### src/rtl/key_conditioner.sv
// key_conditioner: synchronizes and debounces active-low pushbuttons, emits press/release strobes,
// and owns the row/col/blk view-mode register advanced by the view key.
module key_conditioner #(
    parameter int NUM_KEYS = 4,
    parameter int DEBOUNCE_CYCLES = 500000,
    parameter int VIEW_KEY = 3,
    localparam int CNT_W = $clog2(DEBOUNCE_CYCLES + 1)
) (
    input  logic                clock,
    input  logic                reset,
    input  logic [NUM_KEYS-1:0] key_n,
    output logic [NUM_KEYS-1:0] key_level,
    output logic [NUM_KEYS-1:0] key_press,
    output logic [NUM_KEYS-1:0] key_release,
    output logic [1:0]          view_mode
);
    localparam logic [CNT_W-1:0] LAST = CNT_W'(DEBOUNCE_CYCLES - 1);
    logic [NUM_KEYS-1:0] sync1_q, sync2_q, s;
    logic [NUM_KEYS-1:0] level_q, level_d, press_q, press_d, release_q, release_d;
    logic [CNT_W-1:0]    cnt_q [NUM_KEYS];
    logic [CNT_W-1:0]    cnt_d [NUM_KEYS];
    logic [1:0]          view_q, view_d;
    // synchronizer flops hold the raw active-low key, so reset value 1 means released
    assign s = ~sync2_q;
    always_comb begin
        level_d   = level_q;
        press_d   = '0;
        release_d = '0;
        for (int i = 0; i < NUM_KEYS; i++) begin
            cnt_d[i] = '0;
            if (s[i] != level_q[i]) begin
                if (cnt_q[i] == LAST) begin
                    level_d[i]   = s[i];
                    press_d[i]   = s[i];
                    release_d[i] = ~s[i];
                end else begin
                    cnt_d[i] = cnt_q[i] + 1'b1;
                end
            end
        end
        view_d = press_q[VIEW_KEY] ? (view_q == 2'd2 ? 2'd0 : view_q + 2'd1) : view_q;
    end
    always_ff @(posedge clock or posedge reset) begin
        if (reset) begin
            sync1_q   <= '1;
            sync2_q   <= '1;
            level_q   <= '0;
            press_q   <= '0;
            release_q <= '0;
            view_q    <= '0;
            for (int i = 0; i < NUM_KEYS; i++) cnt_q[i] <= '0;
        end else begin
            sync1_q   <= key_n;
            sync2_q   <= sync1_q;
            level_q   <= level_d;
            press_q   <= press_d;
            release_q <= release_d;
            view_q    <= view_d;
            for (int i = 0; i < NUM_KEYS; i++) cnt_q[i] <= cnt_d[i];
        end
    end
    assign key_level   = level_q;
    assign key_press   = press_q;
    assign key_release = release_q;
    assign view_mode   = view_q;
endmodule

### config.mk
export PLATFORM = sky130hd
export DESIGN_NAME = key_conditioner
export DESIGN_NICKNAME = d
export VERILOG_FILES = /design/src/rtl/key_conditioner.sv
export SDC_FILE = /design/constraint.sdc
export NUM_CORES = 1
export LEC_CHECK = 0
export CAP_MARGIN = 20
export CORE_MARGIN = 8
export CORE_UTILIZATION = 55
export CTS_CLUSTER_SIZE = 16
export DETAILED_ROUTE_END_ITERATION = 10
export PLACE_DENSITY = 0.8
export SLEW_MARGIN = 30
export SYNTH_ARGS = -nofsm -noshare
export SYNTH_HDL_FRONTEND = slang
export SYNTH_SLANG_ARGS = --single-unit
### constraint.sdc
create_clock -name clock -period 4.28 [get_ports clock]
set_input_delay 0.642 -clock clock [delete_from_list [all_inputs] [get_ports clock]]
set_output_delay 0.642 -clock clock [all_outputs]
set_load 0.02 [all_outputs]
==> qor.json, run 1 <==
{
  "outcome": "completed",
  "net-switching-power_uw": 363,
  "synthMostInstantiatedCell": "sky130_fd_sc_hd__dfrtp_1",
  "post-cts-setup-buffers": 0,
  "die-area_mm2": 0.0115,
  "timing.hold.worst.class": "register to register",
  "synth-compound-area-share_pct": 4.96,
  "timing.critical_path.buf_inv": 0,
  "detailroute.via_count": 3324,
  "max-clock-path-buffers": 2,
  "timing.hold.worst_endpoint": "sync2_q[0]",
  "synth_mux_area_share_pct": 1.09,
  "timing.clock.skew_ns": 0.00755,
  "post-route-min-period_ns": 2.15,
  "final_sum_of_negative_setup_slack_ns": 0,
  "power.density_mw_per_mm2": 312,
  "antenna_left": 0,
  "timing.rr.start": "cnt_q[0]",
  "report.final.setup_viol": 0,
  "synthesis.area_mm2": 0.00459,
  "cts_buffers": 9,
  "number_of_antenna_violations_at_the_first_check_in_global_routing": 0,
  "timing.final.max_slew_violations": 0,
  "grt_start_max_net_pins": 67,
  "r2r_setup_slack_ns": 2.13,
  "post_synth_fa_ha_maj_area_fraction_pct": 1.09,
  "fin_total_pwr_uw": 1590,
  "hp-start": "sync1_q[0]",
  "fmaxAchievable_mhz": 465,
  "routed_wl_um": 8510,
  "grt_pass1_wl_um": 15100,
  "worst_path_largest_cell_delay_ns": 0.70,
  "globalplace.congestion": 0.846,
  "critical_path.startpoint_type": "register",
  "start_util_pct": 56.2,
  "clock_root_buffer": "sky130_fd_sc_hd__clkbuf_8",
  "combPwrFrac_pct": 3.6,
  "timing.critical_path.cells": "ha_1 -> and4_1 -> nand4_1 -> o31ai_4 -> nor2_1",
  "post-route-worst-setup-slack_ns": 2.13,
  "synth.top_cells.by_count": "90 x sky130_fd_sc_hd__dfrtp_1, 74 x sky130_fd_sc_hd__nor2_1, 51 x sky130_fd_sc_hd__xnor2_1",
  "r2r.worst_path.cells": 5,
  "synthesized_area_divided_by_synthesized_cell_count_um2": 10.1,
  "number_of_nets_in_the_finished_design": 489,
  "clkPwrFrac_pct": 36.4,
  "post_synth_and_or_nand_nor_area_fraction_pct": 25.9,
  "rsz0062_at_grt": "no",
  "yosys_most_used_dff": "sky130_fd_sc_hd__dfrtp_1",
  "synth-edff-count": 0,
  "fp.dieW_um": 107,
  "ys.warnings.count": 0,
  "cts_tree": "yes",
  "static-leakage-power_uw": 0.00195,
  "synth_xor_area_share_pct": 11.2,
  "h-tree-depth": 3,
  "cts.sink_count": 98,
  "peakVddDrop_v": 0.000212,
  "number_of_global_route_vias_before_repair": 3299,
  "drv_cap": 0,
  "worst_path_max_delay_cell": "sky130_fd_sc_hd__o31ai_4",
  "globalRouteTotalUtil_pct": 15.8,
  "cts.repair.resized": 0,
  "main_combinational_cell_family_by_area_after_synthesis": "simple AND/OR/NAND/NOR gates",
  "synth_async_sr_flop_share_pct": 100,
  "design.portCount": 20,
  "post_drt_wl_per_cell_um": 14.5,
  "global_route.overflow_total": 0,
  "power.share.sequential_pct": 60.0,
  "min_period_over_period_pct": 50.2,
  "synth_top_cells_by_area": "sky130_fd_sc_hd__dfrtp_1 49%, sky130_fd_sc_hd__xnor2_1 9.7%, sky130_fd_sc_hd__nor2_1 6.0%",
  "timing_hold_violations_final": 0,
  "die_height_um": 107,
  "timing.slew.headroom_pct": 47.5,
  "syn-instance-count": 453,
  "fp.coreArea_mm2": 0.00818,
  "timing.critical_path.required_ns": 4.49,
  "drive_above_1_share_pct": 8.07,
  "crit_path_max_fanout": 18,
  "path_clk_slew_ns": 0.09,
  "via_per_inst": 5.65,
  "dpl_worst_slack_ns": 1.87,
  "r2r-end": "cnt_q[7]",
  "synth_top_cell_by_area": "sky130_fd_sc_hd__dfrtp_1",
  "clk_latency_ns": 0.36,
  "port-buffer-count": 19,
  "register_area_mm2": 0.00246,
  "path_delay_family": "compound AO/OA/AOI/OAI gates",
  "fillCellCount": 657,
  "multi_input_comb_area_mm2": 0.00205,
  "hold-path-cell-count": 0,
  "cts.hold.buffers_added": 0,
  "row_count": 33,
  "fraction_of_the_yosys_area_taken_by_sequential_cells_pct": 53.6,
  "critPathCaptureType": "register",
  "remaining_drc_errors": 0,
  "worst_pin_slew_ns": 0.787,
  "endpoint_arrival_time_on_the_critical_path_ns": 2.36,
  "internal-power_uw": 1230,
  "ys_seq_elements": 98,
  "drt_first_pass_iters": 4,
  "synth_largest_type_area_fraction_pct": 49.0,
  "synthDistinctLibCells": 42,
  "drtIter0Drc": 121,
  "syn_nets": 463,
  "dpl.hpwl_um": 5820,
  "timing.setup.critical_path_class": "register to register",
  "num_antenna_cells": 0,
  "swShare_pct": 22.8,
  "area.growth.synth_to_final_pct": 11.1
}
==> how the worst max path moves through the flow <==
stage | cells past startpoint | startpoint | slack [ns] | end
after floorplan | 1 | reset | 1.09 | cnt_q[0]
after global placement | 5 | cnt_q[0] | 1.97 | cnt_q[12]
after detailed placement | 5 | cnt_q[57] | 1.87 | cnt_q[62]
after CTS | 5 | cnt_q[57] | 1.86 | cnt_q[62]
after global routing | 5 | cnt_q[0] | 1.92 | cnt_q[13]
final | 5 | cnt_q[0] | 2.13 | cnt_q[7]
==> through the flow <==
step / area, um^2 / util, % / cells / hold slack [ns]
floorplan: 4590 / - / 453 / 0.345
global placement: 4900 / 59.9 / 572 / 0.348
detailed placement: 4900 / 60.0 / 572 / 0.347
CTS: 5090 / 62.3 / 587 / 0.361
global route: 5100 / 62.4 / 588 / 0.360
finish: 5100 / 62.4 / 588 / 0.360
==> layout make-up <==
cell class / instances / share of cell area (%)
well taps: 105 / 2.57
repair buffers: 22 / 4.24
inverters: 16 / 1.23
flip-flops and latches: 98 / 48.2
multi-input cells: 332 / 40.1
clock buffers: 11 / 2.57
clock inverters: 4 / 1.05
==> power groups by stage <==
stage / Combinational (uW) / Clock [uW] / Sequential, uW
CTS: 58.3 / 590 / 955
global placement: 55.7 / 0 / 972
global route: 67.2 / 631 / 958
detailed placement: 58.2 / 0 / 973
finish: 57.6 / 579 / 955
floorplan: 42.0 / 0 / 969
==> cell usage in the layout, fill, tap and decap left out, drive strengths merged, types with 2 or more instances in the layout <==
| cell | n |
|---|---|
| dfrtp | 90 |
| nor2 | 74 |
| xnor2 | 51 |
| nand2 | 28 |
| nand3 | 27 |
| nor4 | 19 |
| nor3 | 19 |
| clkdlybuf4s50 | 19 |
| nand4 | 18 |
| inv | 16 |
| o21ai | 14 |
| a21oi | 13 |
| clkbuf | 11 |
| or3 | 9 |
| xor2 | 8 |
| dfstp | 8 |
| and3 | 6 |
| mux2i | 5 |
| or2 | 5 |
| or4 | 4 |
| nor4b | 4 |
| ha | 4 |
| o31ai | 4 |
| nor4bb | 3 |
| and2 | 3 |
| o41ai | 3 |
| buf | 3 |
| nand2b | 2 |
| nor3b | 2 |
| or4b | 2 |
| clkinvlp | 2 |
==> routing by layer <==
layer  GRT usage (%)  share of wire [%]  vias to the layer above
met3            4.07                4.0                       12
li1                -                  -                     1632
met2            24.8                 46                       57
met1            20.7                 48                     1623
met4            5.35                1.4                        0
met5               0                  0                        -
==> logic make-up (layout without fill, tap and decap cells) <==
logic type               after synthesis  in the layout
AO/OA/AOI/OAI                         35             35
XOR/XNOR                              59             59
adder cells (fa/ha/maj)                4              4
buffers and inverters                 23             53
flip-flops                            98             98
multiplexers                           5              5
AND/OR/NAND/NOR                      229            229
==> state kept, by name, indices dropped and copies added, names as in the netlist <==
| name | count |
|---|---|
| sync1_q | 4 |
| sync2_q | 4 |
| key_press | 4 |
| key_level | 4 |
| view_mode | 2 |
| key_release | 4 |
| cnt_q | 76 |
Power figures use the tool's default switching activity.
==> run 2, diff against run 1 <==
- CORE_UTILIZATION: 55 -> 54
- PLACE_DENSITY: 0.8 -> 0.82
- clock period: 4.28 -> 1.7 ns (I/O delays scaled with it)
==> run 2 against run 1 <==
Sequential cell count unchanged. Critical endpoint is now cnt_q[37]. Die area up 1.6%. Clock power rose to 2.5 times the previous value. Register-to-register slack worse by 2.1 ns. Clock-buffer cell count unchanged. Largest cell class unchanged. Total power rose to 2.6 times the previous value. Highest routed layer unchanged. Sequential power rose to 2.5 times the previous value. Largest power group unchanged. Wire length up 20%. Non-clock buffer count up 64. Global-route usage up 1.5 points. Combinational power rose to 3.8 times the previous value.
==> qor.json, run 2 (synthesis gave the netlist of run 1 again) <==
{
  "fin_total_pwr": {"value": 4090, "unit": "uW", "change": "+160%"},
  "power.density": {"value": 696, "unit": "mW/mm^2", "change": "+120%"},
  "number_of_antenna_violations_at_the_first_check_in_global_routing": {"value": 0, "change": "unchanged"},
  "net-switching-power": {"value": 950, "unit": "uW", "change": "+160%"},
  "remaining_drc_errors": {"value": 0, "change": "unchanged"},
  "min_period_over_period": {"value": 99.5, "unit": "%", "change": "+49 points"},
  "fp.coreArea": {"value": 0.00822, "unit": "mm^2", "change": "+0.51%"},
  "endpoint_arrival_time_on_the_critical_path": {"value": 1.99, "unit": "ns", "change": "-0.37 ns"},
  "most_used_cells_in_the_layout_excluding_fill_and_tap_cells": "88 x sky130_fd_sc_hd__dfrtp_1, 65 x sky130_fd_sc_hd__nor2_1, 58 x sky130_fd_sc_hd__buf_4",
  "timing.critical_path.required": {"value": 1.99, "unit": "ns", "change": "-2.50 ns"},
  "number_of_global_route_vias_before_repair": {"value": 3592, "change": "+8.9%"},
  "critical_path.startpoint_type": "register",
  "register_with_the_most_flip_flops": "cnt_q",
  "largest_register_ffs": {"value": 76, "change": "unchanged"},
  "area.growth.synth_to_final_pct": 28.1,
  "clkPwrFrac": {"value": 36.0, "unit": "%", "change": "-0.4 points"},
  "fp.dieW": {"value": 108, "unit": "um", "change": "+0.79%"},
  "path_clk_slew": {"value": 0.09, "unit": "ns", "change": "about the same"},
  "fmaxAchievable": {"value": 591, "unit": "MHz", "change": "+27%"},
  "rsz0062_at_grt": "yes",
  "drtIter0Drc": {"value": 173, "change": "+43%"},
  "clock_root_buffer": "sky130_fd_sc_hd__clkbuf_8",
  "timing.setup.critical_path_class": "register to register",
  "grt_start_max_net_pins": {"value": 99, "change": "+48%"},
  "outcome": "completed",
  "post_drt_wl_per_cell": {"value": 15.7, "unit": "um", "change": "+8.4%"},
  "cts.sink_count": {"value": 98, "change": "unchanged"},
  "row_count": {"value": 33, "change": "unchanged"},
  "layoutNonFillerInstCount": {"value": 653, "change": "+11%"},
  "global_route.overflow_total": {"value": 0, "change": "unchanged"},
  "cts_buffers": {"value": 9, "change": "unchanged"},
  "combPwrFrac": {"value": 5.3, "unit": "%", "change": "+1.7 points"},
  "drive_above_1_share": {"value": 26.6, "unit": "%", "change": "+19 points"},
  "die-area": {"value": 0.0117, "unit": "mm^2", "change": "+1.6%"},
  "cts_tree": "yes",
  "num_antenna_cells": {"value": 0, "change": "unchanged"},
  "post-route-min-period": {"value": 1.69, "unit": "ns", "change": "-0.456 ns"},
  "drt_first_pass_iters": {"value": 4, "change": "unchanged"},
  "globalRouteTotalUtil": {"value": 17.3, "unit": "%", "change": "+1.5 points"},
  "internal-power": {"value": 3140, "unit": "uW", "change": "+160%"},
  "dp.cells": {"value": 626, "change": "+9.4%"},
  "clk_latency": {"value": 0.37, "unit": "ns", "change": "about the same"},
  "die_height": {"value": 108, "unit": "um", "change": "+0.79%"},
  "drv_cap": {"value": 0, "change": "unchanged"},
  "cts.hold.buffers_added": {"value": 0, "change": "unchanged"},
  "via_per_inst": {"value": 5.58, "change": "-1.3%"},
  "worst_pin_slew": {"value": 0.504, "unit": "ns", "change": "-0.283 ns"},
  "h-tree-depth": {"value": 3, "change": "unchanged"},
  "grt_pass1_wl": {"value": 16200, "unit": "um", "change": "+7.5%"},
  "report.final.setup_viol": {"value": 0, "change": "unchanged"},
  "routed_wl": {"value": 10200, "unit": "um", "change": "+20%"},
  "antenna_left": {"value": 0, "change": "unchanged"},
  "timing_hold_violations_final": {"value": 0, "change": "unchanged"},
  "design.portCount": {"value": 20, "change": "unchanged"},
  "post-route-worst-setup-slack": {"value": 0.00793, "unit": "ns", "change": "-2.12 ns"},
  "dpl_worst_slack": {"value": -0.0344, "unit": "ns", "change": "-1.90 ns"},
  "peakVddDrop": {"value": 0.000515, "unit": "V", "change": "+140%"},
  "timing.final.max_slew_violations": {"value": 0, "change": "unchanged"},
  "static-leakage-power": {"value": 0.00237, "unit": "uW", "change": "+22%"},
  "dpl.hpwl": {"value": 6720, "unit": "um", "change": "+16%"},
  "swShare": {"value": 23.2, "unit": "%", "change": "+0.42 points"},
  "detailroute.via_count": {"value": 3644, "change": "+9.6%"},
  "timing.clock.skew": {"value": 0.00906, "unit": "ns", "change": "+0.00151 ns"},
  "globalplace.congestion": {"value": 0.919, "change": "+8.6%"},
  "start_util": {"value": 55.9, "unit": "%", "change": "-0.28 points"},
  "timing.hold.worst.class": "primary input to register",
  "timing.slew.headroom": {"value": 66.4, "unit": "%", "change": "+19 points"},
  "max-clock-path-buffers": {"value": 2, "change": "unchanged"},
  "power.share.sequential": {"value": 58.7, "unit": "%", "change": "-1.3 points"},
  "number_of_nets_in_the_finished_design": {"value": 553, "change": "+13%"},
  "crit_path_max_fanout": {"value": 6, "change": "-12"},
  "port-buffer-count": {"value": 19, "change": "unchanged"},
  "leading_cell_type_in_the_layout_fill_and_taps_excluded": "sky130_fd_sc_hd__dfrtp_1",
  "critPathCaptureType": "register"
}
## run 2: cell types whose count changed in the layout (fill, tap and decap cells not counted), moves of 4 or more
cell	change
sky130_fd_sc_hd__buf_4	+56
sky130_fd_sc_hd__nor2_1	-9
sky130_fd_sc_hd__buf_6	+7
sky130_fd_sc_hd__nor4_1	-7
sky130_fd_sc_hd__nor2_4	+6
sky130_fd_sc_hd__nor4_2	+6
sky130_fd_sc_hd__clkdlybuf4s50_1	-5
sky130_fd_sc_hd__a21oi_1	-4
sky130_fd_sc_hd__a21oi_2	+4
sky130_fd_sc_hd__ha_1	-4
## run 2: area by class of cell
cell class / count / area, um^2
repair buffers: 86 / 741
flip-flops and latches: 98 / 2460
clock buffers: 11 / 131
inverters: 16 / 63.8
fillers: 582 / 2330
multi-input cells: 332 / 2290
well taps: 105 / 131
clock inverters: 5 / 56.3
## run 2: power groups by stage
stage / logic [uW] / clock network, uW / registers, uW
floorplan: 112 / 0 / 2440
global placement: 183 / 0 / 2440
detailed placement: 191 / 0 / 2440
CTS: 195 / 1510 / 2400
global route: 245 / 1590 / 2410
finish: 219 / 1470 / 2400
## run 2: layer usage
metal | part of all wire [%] | wire, um | up-vias | GRT usage (%)
met5 | 0 | 0 | - | 0
met4 | 1.2 | 127 | 0 | 5.65
met3 | 3.7 | 383 | 13 | 3.51
met2 | 53 | 5420 | 69 | 29.7
met1 | 42 | 4320 | 1802 | 21.2
li1 | - | - | 1760 | -
## run 2: repair_timing
| action | 4_1_cts | 5_1_grt |
|---|---|---|
| pin swaps | 4 | 12 |
| setup endpoints to repair | 21 | 59 |
| resized for setup | 12 | 52 |
| setup buffers | 0 | 11 |
## run 2: final timing paths
check	startpoint	endpoint	slack, ns	cells past startpoint
min in group asynchronous	reset	cnt_q[58]	0.41	3
worst min register to register	sync1_q[0]	sync2_q[0]	0.36	0
worst max-delay path	cnt_q[31]	cnt_q[37]	0.008	5
worst max register to register	cnt_q[31]	cnt_q[37]	0.008	5
worst min-delay path	key_n[3]	sync1_q[3]	0.28	1
max in group asynchronous	reset	cnt_q[9]	0.90	3
## run 2: critical path, cell delays in order (launching register included)
cell and delay, ns:
sky130_fd_sc_hd__dfrtp_1 0.36, sky130_fd_sc_hd__buf_4 0.14, sky130_fd_sc_hd__nand3_1 0.12, sky130_fd_sc_hd__or2_2 0.36, sky130_fd_sc_hd__or4b_1 0.51, sky130_fd_sc_hd__a21oi_2 0.14
## run 2: per-stage QoR
| stage | TNS, ns | hold slack [ns] | util (%) | instance area [um^2] |
|---|---|---|---|---|
| after CTS | -0.00639 | 0.270 | 68.0 | 5590 |
| after global routing | -1.77 | 0.283 | 71.6 | 5880 |
| after detailed placement | -0.0617 | 0.347 | 65.1 | 5350 |
| final | 0 | 0.282 | 71.6 | 5880 |
| after floorplan | -0.0821 | 0.259 | - | 4640 |
| after global placement | 0 | 0.348 | 65.1 | 5350 |
==> run 3, diff against run 2 <==
- CORE_UTILIZATION: 54 -> 55
- CTS_BUF_LIST: unset -> sky130_fd_sc_hd__clkbuf_4
- PLACE_DENSITY: 0.82 -> 0.83
- SKIP_LAST_GASP: unset -> 1
==> run 3 against run 2 <==
Clock-buffer cell count unchanged. Cell count grew 1.4%. Critical path type unchanged. First-iteration DRC count down 8.7%. The flow now finishes with violations (negative setup slack). Register-to-register slack lost 0.08 ns. Design area is 0.11% higher. Utilization up 0.44 points.
==> qor.json, run 3 (synthesis gave the netlist of run 1 again) <==
{
  "num_antenna_cells": {"value": 0, "change": "unchanged"},
  "number_of_nets_in_the_finished_design": {"value": 562, "change": "+1.6%"},
  "routed_wl": {"value": 10500, "unit": "um", "change": "+2.5%"},
  "endpoint_arrival_time_on_the_critical_path": {"value": 2.10, "unit": "ns", "change": "+0.11 ns"},
  "cts_buffers": {"value": 9, "change": "unchanged"},
  "design.portCount": {"value": 20, "change": "unchanged"},
  "globalplace.congestion": {"value": 0.893, "change": "-2.7%"},
  "fin_total_pwr": {"value": 3860, "unit": "uW", "change": "-5.7%"},
  "timing_hold_violations_final": {"value": 0, "change": "unchanged"},
  "area.growth.synth_to_final_pct": 28.2,
  "cts.sink_count": {"value": 98, "change": "unchanged"},
  "worst_pin_slew": {"value": 0.491, "unit": "ns", "change": "-0.0136 ns"},
  "drtIter0Drc": {"value": 158, "change": "-8.7%"},
  "clk_latency": {"value": 0.45, "unit": "ns", "change": "+0.08 ns"},
  "fp.coreArea": {"value": 0.00818, "unit": "mm^2", "change": "-0.50%"},
  "worst_path_largest_cell_delay": {"value": 0.43, "unit": "ns", "change": "-0.08 ns"},
  "post-route-min-period": {"value": 1.78, "unit": "ns", "change": "+0.0845 ns"},
  "drt_first_pass_iters": {"value": 4, "change": "unchanged"},
  "post_drt_wl_per_cell": {"value": 15.9, "unit": "um", "change": "+1.1%"},
  "dpl.hpwl": {"value": 6620, "unit": "um", "change": "-1.6%"},
  "drv_cap": {"value": 0, "change": "unchanged"},
  "timing.setup.critical_path_class": "register to register",
  "outcome": "finished with violations",
  "fp.dieW": {"value": 107, "unit": "um", "change": "-0.78%"},
  "port-buffer-count": {"value": 19, "change": "unchanged"},
  "crit_path_max_fanout": {"value": 6, "change": "unchanged"},
  "number_of_antenna_violations_at_the_first_check_in_global_routing": {"value": 0, "change": "unchanged"},
  "most_used_cells_in_the_layout_excluding_fill_and_tap_cells": "86 x sky130_fd_sc_hd__dfrtp_1, 68 x sky130_fd_sc_hd__buf_4, 66 x sky130_fd_sc_hd__nor2_1",
  "die-area": {"value": 0.0115, "unit": "mm^2", "change": "-1.6%"},
  "dp.cells": {"value": 626, "change": "unchanged"},
  "timing.critical_path.buf_inv": {"value": 1, "change": "unchanged"},
  "timing.hold.worst.class": "primary input to register",
  "timing.clock.skew": {"value": 0.0243, "unit": "ns", "change": "+0.0152 ns"},
  "worst_path_max_delay_cell": "sky130_fd_sc_hd__dfrtp_1",
  "leading_cell_type_in_the_layout_fill_and_taps_excluded": "sky130_fd_sc_hd__dfrtp_1",
  "report.final.setup_viol": {"value": 26, "change": "+26"},
  "fmaxAchievable": {"value": 563, "unit": "MHz", "change": "-4.8%"},
  "layoutNonFillerInstCount": {"value": 662, "change": "+1.4%"},
  "detailroute.via_count": {"value": 3742, "change": "+2.7%"},
  "timing.slew.headroom": {"value": 67.3, "unit": "%", "change": "+0.91 points"},
  "register_with_the_most_flip_flops": "cnt_q",
  "grt_start_max_net_pins": {"value": 99, "change": "unchanged"},
  "critical_path.startpoint_type": "register",
  "global_route.overflow_total": {"value": 0, "change": "unchanged"},
  "cts_tree": "yes",
  "dpl_worst_slack": {"value": -0.0918, "unit": "ns", "change": "-0.0574 ns"},
  "path_clk_slew": {"value": 0.14, "unit": "ns", "change": "+0.05 ns"},
  "timing.critical_path.required": {"value": 2.02, "unit": "ns", "change": "+0.03 ns"},
  "rsz0062_at_grt": "yes",
  "timing.critical_path.cells": "ha_2 -> nand4_1 -> buf_4 -> nor4_2 -> xnor2_1 -> nor2_1",
  "remaining_drc_errors": {"value": 0, "change": "unchanged"},
  "peakVddDrop": {"value": 0.000354, "unit": "V", "change": "-31%"},
  "timing.final.max_slew_violations": {"value": 0, "change": "unchanged"},
  "drive_above_1_share": {"value": 28.5, "unit": "%", "change": "+1.9 points"},
  "largest_register_ffs": {"value": 76, "change": "unchanged"},
  "min_period_over_period": {"value": 105, "unit": "%", "change": "+5.0 points"},
  "row_count": {"value": 33, "change": "unchanged"},
  "via_per_inst": {"value": 5.65, "change": "+1.3%"},
  "path_delay_family": "simple AND/OR/NAND/NOR gates",
  "number_of_global_route_vias_before_repair": {"value": 3746, "change": "+4.3%"},
  "die_height": {"value": 107, "unit": "um", "change": "-0.78%"},
  "clock_root_buffer": "sky130_fd_sc_hd__clkbuf_4",
  "post-route-worst-setup-slack": {"value": -0.0766, "unit": "ns", "change": "-0.0845 ns"},
  "violated_checks": "negative setup slack",
  "max-clock-path-buffers": {"value": 2, "change": "unchanged"},
  "globalRouteTotalUtil": {"value": 17.8, "unit": "%", "change": "+0.48 points"},
  "antenna_left": {"value": 0, "change": "unchanged"},
  "critPathCaptureType": "register",
  "start_util": {"value": 56.2, "unit": "%", "change": "+0.28 points"},
  "power.density": {"value": 656, "unit": "mW/mm^2", "change": "-5.8%"},
  "h-tree-depth": {"value": 3, "change": "unchanged"},
  "static-leakage-power": {"value": 0.00244, "unit": "uW", "change": "+2.8%"},
  "grt_pass1_wl": {"value": 16900, "unit": "um", "change": "+4.3%"}
}
==> run 3: final timing paths <==
kind	end	start	cells after the start	slack, ns
min in group asynchronous	cnt_q[69]	reset	3	0.29
max in group asynchronous	cnt_q[2]	reset	3	1.02
setup reg to reg	cnt_q[50]	cnt_q[38]	6	-0.08
setup / recovery	cnt_q[50]	cnt_q[38]	6	-0.08
hold reg to reg	sync2_q[1]	sync1_q[1]	0	0.37
hold / removal	sync1_q[1]	key_n[1]	1	0.20
==> run 3: metal layers <==
| metal | vias up | part of all wire [%] | GRT usage (%) |
|---|---|---|---|
| li1 | 1789 | - | - |
| met1 | 1864 | 43 | 22.2 |
| met2 | 69 | 52 | 29.4 |
| met3 | 20 | 3.8 | 4.55 |
| met4 | 0 | 1.9 | 5.85 |
| met5 | - | 0 | 0 |
==> run 3: area by class of cell <==
type / count / area (um^2)
flip-flops and latches: 98 / 2470
clock buffers: 11 / 82.6
well taps: 105 / 131
fillers: 570 / 2290
multi-input cells: 332 / 2290
repair buffers: 95 / 800
clock inverters: 5 / 55.1
inverters: 16 / 63.8
==> run 3: stage by stage <==
step | cell area, um^2 | setup TNS (ns) | util [%] | hold WS, ns
2_1_floorplan | 4640 | -0.0821 | - | 0.259
3_3_place_gp | 5350 | -0.00925 | 65.4 | 0.348
3_5_place_dp | 5350 | -0.116 | 65.4 | 0.349
4_1_cts | 5570 | -0.167 | 68.1 | 0.175
5_1_grt | 5890 | -3.58 | 72.0 | 0.183
6_report | 5890 | -0.793 | 72.0 | 0.200
==> run 3: power breakdown <==
group | switching, uW | internal [uW] | leakage [uW]
Clock | 754 | 479 | 0.0000745
Combinational | 126 | 96.8 | 0.00104
Sequential | 32.3 | 2370 | 0.00133
==> run 3: timing repair <==
item | CTS | global route
pin swaps | 3 | 13
gates cloned | 0 | 1
hold buffers | 0 | 0
setup buffers | 6 | 13
resized for setup | 18 | 52
endpoints found under the setup margin | 38 | 85
endpoints found under the hold margin | 0 | 0
==> run 3: worst reg2reg max path, stage by stage (launching register included) <==
cell	delay [ns]
sky130_fd_sc_hd__dfrtp_1	0.43
sky130_fd_sc_hd__ha_2	0.21
sky130_fd_sc_hd__nand4_1	0.23
sky130_fd_sc_hd__buf_4	0.26
sky130_fd_sc_hd__nor4_2	0.30
sky130_fd_sc_hd__xnor2_1	0.16
sky130_fd_sc_hd__nor2_1	0.08
